File: config.mk
export PLATFORM = sky130hd
export DESIGN_NAME = regfile_scoreboard
export DESIGN_NICKNAME = d
export VERILOG_FILES = /design/src/rtl/regfile_scoreboard_pkg.sv /design/src/rtl/regfile_scoreboard_pend.sv /design/src/rtl/regfile_scoreboard.sv
export SDC_FILE = /design/constraint.sdc
export NUM_CORES = 1
export LEC_CHECK = 0
export ABC_CLOCK_PERIOD_IN_PS = 4200
export CAP_MARGIN = 25
export CORE_UTILIZATION = 55
export CTS_CLUSTER_DIAMETER = 150
export DETAILED_ROUTE_END_ITERATION = 10
export GPL_ROUTABILITY_DRIVEN = 0
export PLACE_DENSITY_LB_ADDON = 0.12
export SLEW_MARGIN = 0
export SYNTH_ARGS = -nofsm -noshare
export SYNTH_HDL_FRONTEND = slang
export SYNTH_SLANG_ARGS = --single-unit
export TNS_END_PERCENT = 50
File: constraint.sdc
create_clock -name clk -period 4.2 [get_ports clk]
set_clock_uncertainty 0.2 [all_clocks]
set_input_delay 1.26 -clock clk [delete_from_list [all_inputs] [get_ports clk]]
set_output_delay 1.26 -clock clk [all_outputs]
set_load 0.02 [all_outputs]
File: src/rtl/regfile_scoreboard_pkg.sv
// Shared defaults for the register file / scoreboard slice: data width,
// address width, hardwired-zero default and the register-0 index.
package regfile_scoreboard_pkg;

    localparam int unsigned RF_WIDTH    = 16;
    localparam int unsigned RF_REGBITS  = 4;
    localparam int unsigned RF_ZERO_REG = 1;
    localparam int unsigned RF_REG0     = 0;

endpackage

File: src/rtl/regfile_scoreboard_pend.sv
// Pending-destination scoreboard: one bit per register, set by accepted
// issues and cleared by writeback (set wins on a same-register collision).
// It produces the WAW issue stall and a count of in-flight destinations.
module regfile_scoreboard_pend
    import regfile_scoreboard_pkg::*;
#(
    parameter int unsigned REGBITS  = RF_REGBITS,
    parameter int unsigned ZERO_REG = RF_ZERO_REG
) (
    input  logic                       clk,
    input  logic                       reset,
    input  logic                       regwrite,
    input  logic [REGBITS-1:0]         wa,
    input  logic                       issue,
    input  logic [REGBITS-1:0]         issue_wa,
    output logic [(1<<REGBITS)-1:0]    pending,
    output logic                       issue_stall,
    output logic [REGBITS:0]           pend_cnt
);

    localparam int unsigned NREGS = 1 << REGBITS;
    localparam int unsigned CW    = REGBITS + 1;

    logic             wa_zero;
    logic             iwa_zero;
    logic             clr;
    logic             set;
    logic             inc;
    logic             dec;
    logic [NREGS-1:0] pend_nxt;
    logic [CW-1:0]    cnt_nxt;

    // Stall decision, set/clear priority and counter delta for this cycle
    always_comb begin
        wa_zero     = (ZERO_REG != 0) && (wa == REGBITS'(RF_REG0));
        iwa_zero    = (ZERO_REG != 0) && (issue_wa == REGBITS'(RF_REG0));
        clr         = regwrite && !wa_zero;
        // A writeback to the same register frees it this cycle, so no WAW stall
        issue_stall = issue && pending[issue_wa] && !(regwrite && (wa == issue_wa)) && !iwa_zero;
        set         = issue && !issue_stall && !iwa_zero;

        pend_nxt = pending;
        if (clr) pend_nxt[wa] = 1'b0;
        if (set) pend_nxt[issue_wa] = 1'b1;

        inc = set && !pending[issue_wa];
        dec = clr && pending[wa] && !(set && (issue_wa == wa));

        cnt_nxt = pend_cnt;
        if (inc && !dec)      cnt_nxt = pend_cnt + CW'(1);
        else if (dec && !inc) cnt_nxt = pend_cnt - CW'(1);
    end

    // Scoreboard state, synchronous reset
    always_ff @(posedge clk) begin
        if (reset) begin
            pending  <= '0;
            pend_cnt <= '0;
        end else begin
            pending  <= pend_nxt;
            pend_cnt <= cnt_nxt;
        end
    end

endmodule

File: src/rtl/regfile_scoreboard.sv
// 2-read / 1-write register file with a pending-register scoreboard.
// Optional RF_BYPASS_EN: forwards same-cycle writeback data to the read
// ports and masks their busy flags; undefined, reads see pre-write state.
module regfile_scoreboard
    import regfile_scoreboard_pkg::*;
#(
    parameter int unsigned WIDTH    = RF_WIDTH,
    parameter int unsigned REGBITS  = RF_REGBITS,
    parameter int unsigned ZERO_REG = RF_ZERO_REG
) (
    input  logic                clk,
    input  logic                reset,
    input  logic                regwrite,
    input  logic [REGBITS-1:0]  wa,
    input  logic [WIDTH-1:0]    wd,
    input  logic [REGBITS-1:0]  ra1,
    input  logic [REGBITS-1:0]  ra2,
    output logic [WIDTH-1:0]    rd1,
    output logic [WIDTH-1:0]    rd2,
    output logic                rd1_busy,
    output logic                rd2_busy,
    input  logic                issue,
    input  logic [REGBITS-1:0]  issue_wa,
    output logic                issue_stall,
    output logic [REGBITS:0]    pend_cnt
);

    localparam int unsigned NREGS = 1 << REGBITS;

    logic [WIDTH-1:0] mem [NREGS];
    logic [NREGS-1:0] pending;
    logic             wr_en;

    regfile_scoreboard_pend #(
        .REGBITS  (REGBITS),
        .ZERO_REG (ZERO_REG)
    ) u_pend (
        .clk         (clk),
        .reset       (reset),
        .regwrite    (regwrite),
        .wa          (wa),
        .issue       (issue),
        .issue_wa    (issue_wa),
        .pending     (pending),
        .issue_stall (issue_stall),
        .pend_cnt    (pend_cnt)
    );

    // Writes to the hardwired zero register are dropped
    always_comb begin
        wr_en = regwrite && !((ZERO_REG != 0) && (wa == REGBITS'(RF_REG0)));
    end

    // Storage array, cleared on reset
    always_ff @(posedge clk) begin
        if (reset) begin
            for (int i = 0; i < NREGS; i++) mem[i] <= '0;
        end else if (wr_en) begin
            mem[wa] <= wd;
        end
    end

    // Read muxes with hardwired zero and optional writeback forwarding
    always_comb begin
        rd1      = mem[ra1];
        rd1_busy = pending[ra1];
        rd2      = mem[ra2];
        rd2_busy = pending[ra2];
`ifdef RF_BYPASS_EN
        if (wr_en && (wa == ra1)) begin
            rd1      = wd;
            rd1_busy = 1'b0;
        end
        if (wr_en && (wa == ra2)) begin
            rd2      = wd;
            rd2_busy = 1'b0;
        end
`else
`endif
        if ((ZERO_REG != 0) && (ra1 == REGBITS'(RF_REG0))) begin
            rd1      = '0;
            rd1_busy = 1'b0;
        end
        if ((ZERO_REG != 0) && (ra2 == REGBITS'(RF_REG0))) begin
            rd2      = '0;
            rd2_busy = 1'b0;
        end
    end

endmodule

# Word-level counts from Yosys, hierarchy flattened
# Memory sizes are Yosys's and may differ from the RTL's.
# Index checks and enable logic that the tools add are counted.
[classes]
reduce_logical = 29
div = 0
muxes = 28
n_lt_le_gt_ge = 6
n_shift = 0
n_mul = 0
bitwise = 3
n_addsub = 2
n_eq_ne = 2
[op_table]
columns = ["op", "count"]
rows = [
  ["two-way mux 16 bit", 5],
  ["< comparator 4 x 5 -> 1 bit, second input constant", 4],
  ["AND 16 bit", 1],
  ["binary-select mux 1 bit (select 4 bit)", 4],
  ["logical NOT 4 bit", 4],
  ["inverter 16 bit", 1],
  ["OR 16 bit", 1],
  ["OR reduction 16 bit", 1],
  ["logical AND 1 bit", 15],
  ["two-way mux 1 bit", 14],
  ["two-way mux 5 bit", 2],
  ["demux 1 bit (select 4 bit)", 2],
  ["== test 4 bit", 2],
  ["greater-or-equal comparator 4 x 1 -> 1 bit, second input constant", 2],
  ["logical NOT 1 bit", 8],
  ["adder 5 x 1 -> 5 bit, second input constant", 1],
  ["subtractor 5 x 1 -> 5 bit, second input constant", 1],
  ["two-way mux 4 bit", 1],
  ["nonzero test 2 bit", 1],
]
[totals]
latch_bits = 0
out_inout_bits = 40
reg_bits = 21
ram_bits = 256
romBits = 0
n_memories = 1
in_bits = 36
word_cells = 73
[memory_table]
columns = ["name", "depth", "word_bits", "rd", "rd_ports_with_merged_regs", "wr", "line_no", "text"]
rows = [
  ["mem", 16, 16, 2, 0, 16, "regfile_scoreboard.sv:30", "logic [WIDTH-1:0] mem [NREGS];"],
]

# Depth between registers and ports, before layout
# Gate-level depths: netlist of the first run.
[depth]
depth_word = 14
ltp_mapped = 14
ltp_nobuf = 13

# Cells and area by module
# From an unflattened synthesis of the first run, not the netlist that was laid out.
[hier_totals]
cells_unflattened = 1129
hier_area_um2 = 14853.0
[modules_own_cells]
columns = ["mod", "cells_each", "n_inst", "seq_area_each_um2", "area_per_inst_um2"]
rows = [
  ["regfile_scoreboard", 984, 1, 7236.9, 13417.9],
  ["regfile_scoreboard_pend", 145, 1, 420.4, 1435.1],
]

# Worst setup path before layout of the first run
# No wires, ideal clock.
[synth_timing]
path_kind = "input port to output port"
from = "input ra1[0]"
to = "output rd1[10]"
arrival_ps = 2831
n_path_buf = 4
slack_ps = -91
cell_stages = 6
t_required_ps = 2740
cell_sequence = "clkbuf_1 > buf_4 > buf_2 > clkbuf_1 > a221oi_1 > o31ai_1"
[synth_between]
elab_chain_len = 2
word_cells_on_any_way = 3
cone_classes = "mux (1); reduce/logical (1); memory (1)"
[synth_rtl]
columns = ["item", "line_no", "text"]
rows = [
  ["from (decl)", "regfile_scoreboard.sv:16", "input logic [REGBITS-1:0] ra1,"],
  ["memory read (16 x 16 bit) or logical NOT 4 bit (tied branches)", "-", ""],
  ["two-way mux 16 bit (*)", "regfile_scoreboard.sv:80", "if ((ZERO_REG != 0) && (ra1 == REGBITS'(RF_REG0))) begin"],
  ["to (decl)", "regfile_scoreboard.sv:18", "output logic [WIDTH-1:0] rd1,"],
]
# Mark *: on every way between the ends. The rest lies on a longest branch, timed or not.

# Final worst setup path of the first run
[layout_timing]
from = "input ra1[1]"
to = "output rd1[2]"
# The elaborated chain is that of the path after synthesis.

==> results of run 1 <==
[cell type report]
class                           instances  area (sq um)
Fill cell                            1821          7710
Clock buffer                           36           731
Timing Repair Buffer                  264          2500
Inverter                               19          71.3
Multi-Input combinational cell        684          6850
Clock inverter                         14          71.3
Tap cell                              335           419
Sequential cell                       261          7630
[kinds of logic after synthesis]
group,synth area share
flip-flops,0.524
multiplexers,0.225
adder cells (fa/ha/maj),0.00567
XOR/XNOR,0.00421
AND/OR/NAND/NOR,0.145
AO/OA/AOI/OAI,0.0636
buffers and inverters,0.0330
[routing by layer]
| metal | global-route usage | share of wire | vias up |
|---|---|---|---|
| met5 | 0 | 0 | - |
| met4 | 0.125 | 0.038 | 0 |
| met3 | 0.0389 | 0.071 | 104 |
| met2 | 0.550 | 0.52 | 441 |
| met1 | 0.396 | 0.37 | 5137 |
| li1 | - | - | 4423 |
[state kept, by name (all words and copies together) (netlist names)]
| name | cells |
|---|---|
| u_pend.pending | 16 |
| u_pend.pend_cnt | 5 |
| mem | 240 |
[worst max-delay path by stage]
stage / start / endpoint / slack, ns / depth (start not counted)
2_1_floorplan: ra1[0] / rd1[6] / -0.09 / 6
3_3_place_gp: issue_wa[0] / issue_stall / -0.67 / 7
3_5_place_dp: issue_wa[0] / issue_stall / -0.68 / 7
4_1_cts: ra1[0] / rd1[3] / -0.09 / 7
5_1_grt: ra1[1] / rd1[2] / -0.14 / 8
6_report: ra1[1] / rd1[2] / -0.04 / 8
[worst max-delay path, cell delays in order]
cell and delay [ns]:
sky130_fd_sc_hd__buf_2 0.13, sky130_fd_sc_hd__buf_12 0.14, sky130_fd_sc_hd__nor2b_2 0.15, sky130_fd_sc_hd__buf_4 0.15
sky130_fd_sc_hd__buf_4 0.16, sky130_fd_sc_hd__a221oi_1 0.53, sky130_fd_sc_hd__o31ai_4 0.11, sky130_fd_sc_hd__buf_6 0.15
[cell usage in the layout, fill, tap and decap left out, types with 20 or more instances in the layout]
master / instances
sky130_fd_sc_hd__a21oi_1: 32
sky130_fd_sc_hd__and2_1: 241
sky130_fd_sc_hd__buf_2: 26
sky130_fd_sc_hd__buf_4: 156
sky130_fd_sc_hd__buf_6: 20
sky130_fd_sc_hd__clkbuf_16: 31
sky130_fd_sc_hd__clkdlybuf4s50_1: 30
sky130_fd_sc_hd__dfxtp_1: 21
sky130_fd_sc_hd__edfxtp_1: 240
sky130_fd_sc_hd__mux2_2: 34
sky130_fd_sc_hd__mux4_2: 110
sky130_fd_sc_hd__nor2_1: 44
[per-stage QoR]
step / setup WS, ns / hold WS (ns) / area, sq um
3_5_place_dp: -0.680 / 0.307 / 16700
5_1_grt: -0.142 / 0.335 / 18300
3_3_place_gp: -0.672 / 0.288 / 16700
4_1_cts: -0.0945 / 0.317 / 17900
6_report: -0.0391 / 0.312 / 18300
2_1_floorplan: -0.0907 / 0.251 / 14600
[where the power goes]
part | total (mW) | leakage [nW] | switching (mW) | internal (mW)
registers | 3.08 | 2.47 | 0.0833 | 2.99
clock network | 2.21 | 0.393 | 0.992 | 1.22
logic | 1.20 | 3.97 | 0.608 | 0.596
total | 6.49 | 6.83 | 1.68 | 4.81
[repair_timing]
action,CTS,global route
cloned,4,3
hold buffers,0,0
setup buffers,16,10
endpoints found under the setup margin,36,32
resized for setup,213,72
pin swaps,6,7
==> metrics.md, run 1 <==
| Metric | Value |
|---|---|
| Outcome | `complete, but fails checks` |
| Failing checks | `setup timing` |
| Unrepaired setup endpoints after global routing | `yes` |
| Hold-critical path endpoint | `u_pend.pending[0]` |
| Synthesis warning total | `0` |
| DRC violation total after the first TritonRoute iteration | `1021` |
| WL final | `41600 um` |
| Via count of the first global-routing pass | `10200` |
| Fraction of registers with async set/reset | `0` |
| Routed via count divided by cell count | `6.26` |
| Max-capacitance violation count | `0` |
| Utilization after layout | `0.703` |
| Height of the die | `165 um` |
| Final cell count without fillers | `1613` |
| Netlist area before placement | `14600 sq um` |
| Antenna violations before repair | `0` |
| GRT Util Overall | `0.314` |
| Yosys cell types | `43` |
| Hold path startpoint | `u_pend.pending[0]` |
| Class of the tightest hold or removal check | `flop to flop` |
| Accumulated negative setup slack | `-0.0486 ns` |
| Wirelength per Cell | `25.8 um` |
| Startpoint type of the worst setup path | `input port` |
| Arrival time of data at the critical path endpoint | `2.78 ns` |
| Reg-to-reg startpoint | `u_pend.pending[15]` |
| Maximum level of the CTS H-tree | `1` |
| Net Count, Synth | `1106` |
| Top post-synthesis cells by count | `241 x sky130_fd_sc_hd__and2_1, 240 x sky130_fd_sc_hd__edfxtp_1, 110 x sky130_fd_sc_hd__mux4_2, 65 x sky130_fd_sc_hd__clkbuf_1, 44 x sky130_fd_sc_hd__nor2_1` |
| Fin crit share | `1.01` |
| Worst vdd rail ir drop | `268 uV` |
| Cell row count | `59` |
| DRC errors left | `0` |
| EDFF count, synth | `240` |
| Post-layout worst setup margin | `-0.0391 ns` |
| Die width | `165 um` |
| Crit path capture type | `output port` |
| Measured slew at the worst slew-check pin | `0.717 ns` |
| Post-synthesis cell type with the largest combined area | `sky130_fd_sc_hd__edfxtp_1` |
| Worst Reg2Reg Path Length in Cells | `11` |
| Top-area cell type share of the netlist area | `0.495` |
| Core outline area | `26000 sq um` |
| Area of the die | `27100 sq um` |
| Antenna Cells | `0` |
| Hold Path Stages | `1` |
| CTS tree | `done` |
| Power density of the placed cells | `355 nW/um^2` |
| Pin count of the biggest net entering global routing | `25` |
| Final HPWL from detailed placement | `27400 um` |
| Clock Pin Slew Worst Setup and Hold Paths | `0.06 ns` |
| Most used standard cell by instance count after synthesis | `sky130_fd_sc_hd__and2_1` |
| Max Root-Sink Buffers | `3` |
| Slack of the worst reg-to-reg path | `0.91 ns` |
| Final Total Pwr | `6.49 mW` |
| Dpl cells | `1533` |
| Leading post-synthesis cells by cell area | `sky130_fd_sc_hd__edfxtp_1 49%, sky130_fd_sc_hd__mux4_2 17%, sky130_fd_sc_hd__and2_1 10%` |
| Rel. slew slack | `0.521` |
| Detailed-route via count | `10100` |
| Biggest fanout along the worst timing path | `5` |
| Number of sinks on the clock net | `261` |
| Final count of pins violating max slew | `0` |
| Leak pwr | `6.83 nW` |
| Post-layout nets | `1300` |
| Sum of overflow across all layers after global routing | `0` |
| End of the worst register-to-register path | `u_pend.pend_cnt[4]` |
| Most frequently used flop master after synthesis | `sky130_fd_sc_hd__edfxtp_1` |
| CTS root buffer | `sky130_fd_sc_hd__clkbuf_16` |
| Number of instances in the synthesized netlist | `1064` |
| I/O pin count | `76` |
| Number of buffers added by the clock tree synthesis step | `28` |
| First-pass GRT wire length | `61500 um` |
| Antenna viol nets, final | `0` |
| Startpoint-to-endpoint class of the critical path | `input port to output port` |
| Portion of the post-synthesis area used by sequential elements | `0.524` |
| Min Tclk post-route | `4.24 ns` |
| Number of setup violations in the final report | `2` |
| Pre-Repair DR Iteration Count | `4` |
| Syn-to-layout area delta | `25.4%` |
| Count of input and output buffers | `75` |
| Flip-flop and latch count after synthesis | `261` |
| Data required time of the worst path | `2.74 ns` |
| Synthesized area per cell | `13.7 sq um` |
| Share of post-route cells with drive strength above 1 | `0.385` |
| Fmax achieved | `0.236 GHz` |
| Worst skew pair latency | `0.55 ns` |
| Starting Density | `0.561` |
| Final hold violation count | `0` |
(Power assumes the default switching activity.)
==> run 2, diff against run 1 <==
Settings changed: CORE_UTILIZATION 55 to 57, CTS_BUF_LIST set to sky130_fd_sc_hd__clkbuf_2 sky130_fd_sc_hd__clkbuf_4 sky130_fd_sc_hd__clkbuf_8.
==> run 2 against run 1 <==
Effect of this change:
- the flow still finishes with violations (setup timing)
- fmax about the same
- clock-buffer cell count increased by 30
- highest routed layer unchanged
- die area decreased by 3.5%
- hold slack got worse by 0.026 ns
==> metrics.md, run 2 (synthesis results as in run 1) <==
| Metric | Value |
|---|---|
| Global-route track usage on met2 | `0.564 (+0.0136)` |
| Starting Density | `0.580 (+0.0196)` |
| Failing checks | `setup timing` |
| Cell row count | `58 (-1.7%)` |
| Regs by FF count | `mem (240), u_pend.pending (16), u_pend.pend_cnt (5)` |
| Antenna Cells | `0 (unchanged)` |
| Hold bufs inserted after CTS | `0 (unchanged)` |
| Pin count of the biggest net entering global routing | `27 (+8.0%)` |
| Final cell count without fillers | `1619 (+0.37%)` |
| Leak pwr | `6.80 nW (-0.54%)` |
| Total area of multi-input combinational cells | `6770 sq um (-1.2%)` |
| Sequential cell area | `7630 sq um (unchanged)` |
| DRC errors left | `0 (unchanged)` |
| Share of post-route cells with drive strength above 1 | `0.384 (-0.000958)` |
| Unrepaired setup endpoints after global routing | `yes` |
| Maximum level of the CTS H-tree | `2 (+1)` |
| Post-layout worst setup margin | `-0.0401 ns (-0.000968 ns)` |
| Routed via count divided by cell count | `6.18 (-1.4%)` |
| GRT busiest layer | `met2` |
| Most frequent standard cell in the layout excluding fill and tap cells | `sky130_fd_sc_hd__and2_1` |
| Crit path capture type | `output port` |
| Pre-Repair DR Iteration Count | `5 (+1)` |
| WL final | `40900 um (-1.7%)` |
| Final HPWL from detailed placement | `27000 um (-1.3%)` |
| Final hold violation count | `0 (unchanged)` |
| Worst skew pair latency | `0.55 ns (about the same)` |
| Biggest register | `mem` |
| DRC violation total after the first TritonRoute iteration | `966 (-5.4%)` |
| Max reg flops | `240 (unchanged)` |
| Final count of pins violating max slew | `0 (unchanged)` |
| Max Root-Sink Buffers | `3 (unchanged)` |
| First-pass GRT wire length | `61000 um (-0.71%)` |
| Count of input and output buffers | `75 (unchanged)` |
| Rel. slew slack | `0.514 (-0.00742)` |
| Outcome | `complete, but fails checks` |
| Number of sinks on the clock net | `261 (unchanged)` |
| Startpoint type of the worst setup path | `input port` |
| Post-layout nets | `1298 (-0.15%)` |
| Antenna viol nets, final | `0 (unchanged)` |
| Arrival time of data at the critical path endpoint | `2.78 ns (about the same)` |
| Power density of the placed cells | `359 nW/um^2 (+0.97%)` |
| Measured slew at the worst slew-check pin | `0.728 ns (+0.0111 ns)` |
| Fillers | `1691 (-7.1%)` |
| Sum of overflow across all layers after global routing | `0 (unchanged)` |
| Met1 Usage GRT | `0.402 (+0.00635)` |
| Wirelength per Cell | `25.3 um (-2.0%)` |
| GRT Util Overall | `0.322 (+0.00811)` |
| Area of the die | `26200 sq um (-3.5%)` |
| Detailed-route via count | `10000 (-1.0%)` |
| Data required time of the worst path | `2.74 ns (about the same)` |
| CTS tree | `done` |
| Syn-to-layout area delta | `24.8%` |
| Dpl cells | `1523 (-0.65%)` |
| Max-capacitance violation count | `0 (unchanged)` |
| Via count of the first global-routing pass | `10200 (-0.37%)` |
| Die width | `162 um (-1.7%)` |
| Min Tclk post-route | `4.24 ns (+0.000968 ns)` |
| Core outline area | `25100 sq um (-3.4%)` |
| Number of setup violations in the final report | `5 (+3)` |
| I/O pin count | `76 (unchanged)` |
| Startpoint-to-endpoint class of the critical path | `input port to output port` |
| Class of the tightest hold or removal check | `flop to flop` |
| M3 GR Usage | `0.0480 (+0.00908)` |
| CTS root buffer | `sky130_fd_sc_hd__clkbuf_8` |
| Clock Pin Slew Worst Setup and Hold Paths | `0.06 ns (about the same)` |
| Final Total Pwr | `6.52 mW (+0.44%)` |
| Fmax achieved | `0.236 GHz (about the same)` |
| Height of the die | `162 um (-1.7%)` |
| Biggest fanout along the worst timing path | `8 (+3)` |
| Fin crit share | `1.01 (about the same)` |
| Number of buffers added by the clock tree synthesis step | `44 (+57%)` |
| Top library cells by usage in the layout, fill and taps aside | `241 x sky130_fd_sc_hd__and2_1, 240 x sky130_fd_sc_hd__edfxtp_1, 134 x sky130_fd_sc_hd__buf_4, 110 x sky130_fd_sc_hd__mux4_2, 52 x sky130_fd_sc_hd__clkbuf_8` |
| Worst vdd rail ir drop | `247 uV (-8.1%)` |
| Antenna violations before repair | `1 (+1)` |
[run 2: cell types whose count changed in the layout (fill, tap and decap cells not counted), moves of 5 or more]
| cell | before | now |
|---|---|---|
| sky130_fd_sc_hd__buf_4 | 156 | 134 |
| sky130_fd_sc_hd__buf_12 | 17 | 29 |
| sky130_fd_sc_hd__clkbuf_8 | 0 | 52 |
| sky130_fd_sc_hd__clkbuf_1 | 8 | 0 |
| sky130_fd_sc_hd__clkbuf_16 | 31 | 1 |
| sky130_fd_sc_hd__buf_6 | 20 | 15 |
| sky130_fd_sc_hd__clkbuf_4 | 0 | 15 |
[run 2: worst max-delay path, cell delays in order]
cell and delay, ns:
sky130_fd_sc_hd__clkbuf_4 0.18, sky130_fd_sc_hd__buf_6 0.16, sky130_fd_sc_hd__buf_4 0.20, sky130_fd_sc_hd__mux2_2 0.38, sky130_fd_sc_hd__nand2_1 0.07, sky130_fd_sc_hd__o31ai_1 0.06
sky130_fd_sc_hd__buf_4 0.15, sky130_fd_sc_hd__dlygate4sd2_1 0.31
[run 2: worst paths after layout]
check	slack, ns	cells past startpoint	startpoint	endpoint
setup reg to reg	0.91	11	u_pend.pending[12]	u_pend.pend_cnt[4]
hold reg to reg	0.29	1	u_pend.pending[0]	u_pend.pending[0]
hold / removal	0.29	1	u_pend.pending[0]	u_pend.pending[0]
setup / recovery	-0.04	8	ra1[1]	rd1_busy
[run 2: per-stage QoR]
stage                     hold slack (ns)  utilization  worst slack [ns]  cell area (sq um)  TNS, ns
final                               0.286        0.724           -0.0401              18200  -0.0703
after global routing                0.292        0.724           -0.0912              18200   -0.384
after CTS                           0.282        0.720           -0.0338              18100  -0.0425
after detailed placement            0.273        0.670            -0.721              16800   -19.16
after global placement              0.277        0.670            -0.706              16800   -18.65
after floorplan                     0.251            -           -0.0907              14600   -0.467
[run 2: timing repair]
item / 4_1_cts / 5_1_grt
resized for setup: 227 / 29
endpoints found under the setup margin: 36 / 30
gates cloned: 3 / 1
pin swaps: 8 / 10
setup buffers: 13 / 0
[run 2: routing by layer]
| layer | vias up | share of wire |
|---|---|---|
| met5 | - | 0 |
| met4 | 0 | 0.040 |
| met3 | 121 | 0.079 |
| met2 | 468 | 0.51 |
| met1 | 4992 | 0.37 |
| li1 | 4420 | - |
[run 2: layout make-up]
class                   count  share of cell area
flip-flops and latches    261               0.420
multi-input cells         684               0.373
repair buffers            246               0.133
clock buffers              66              0.0452
well taps                 330              0.0227
inverters                  19             0.00392
clock inverters            13             0.00324
[run 2: where the power goes]
group	internal, mW	switching (mW)
logic	0.583	0.595
clock network	1.24	1.02
registers	2.99	0.0818
total	4.82	1.70
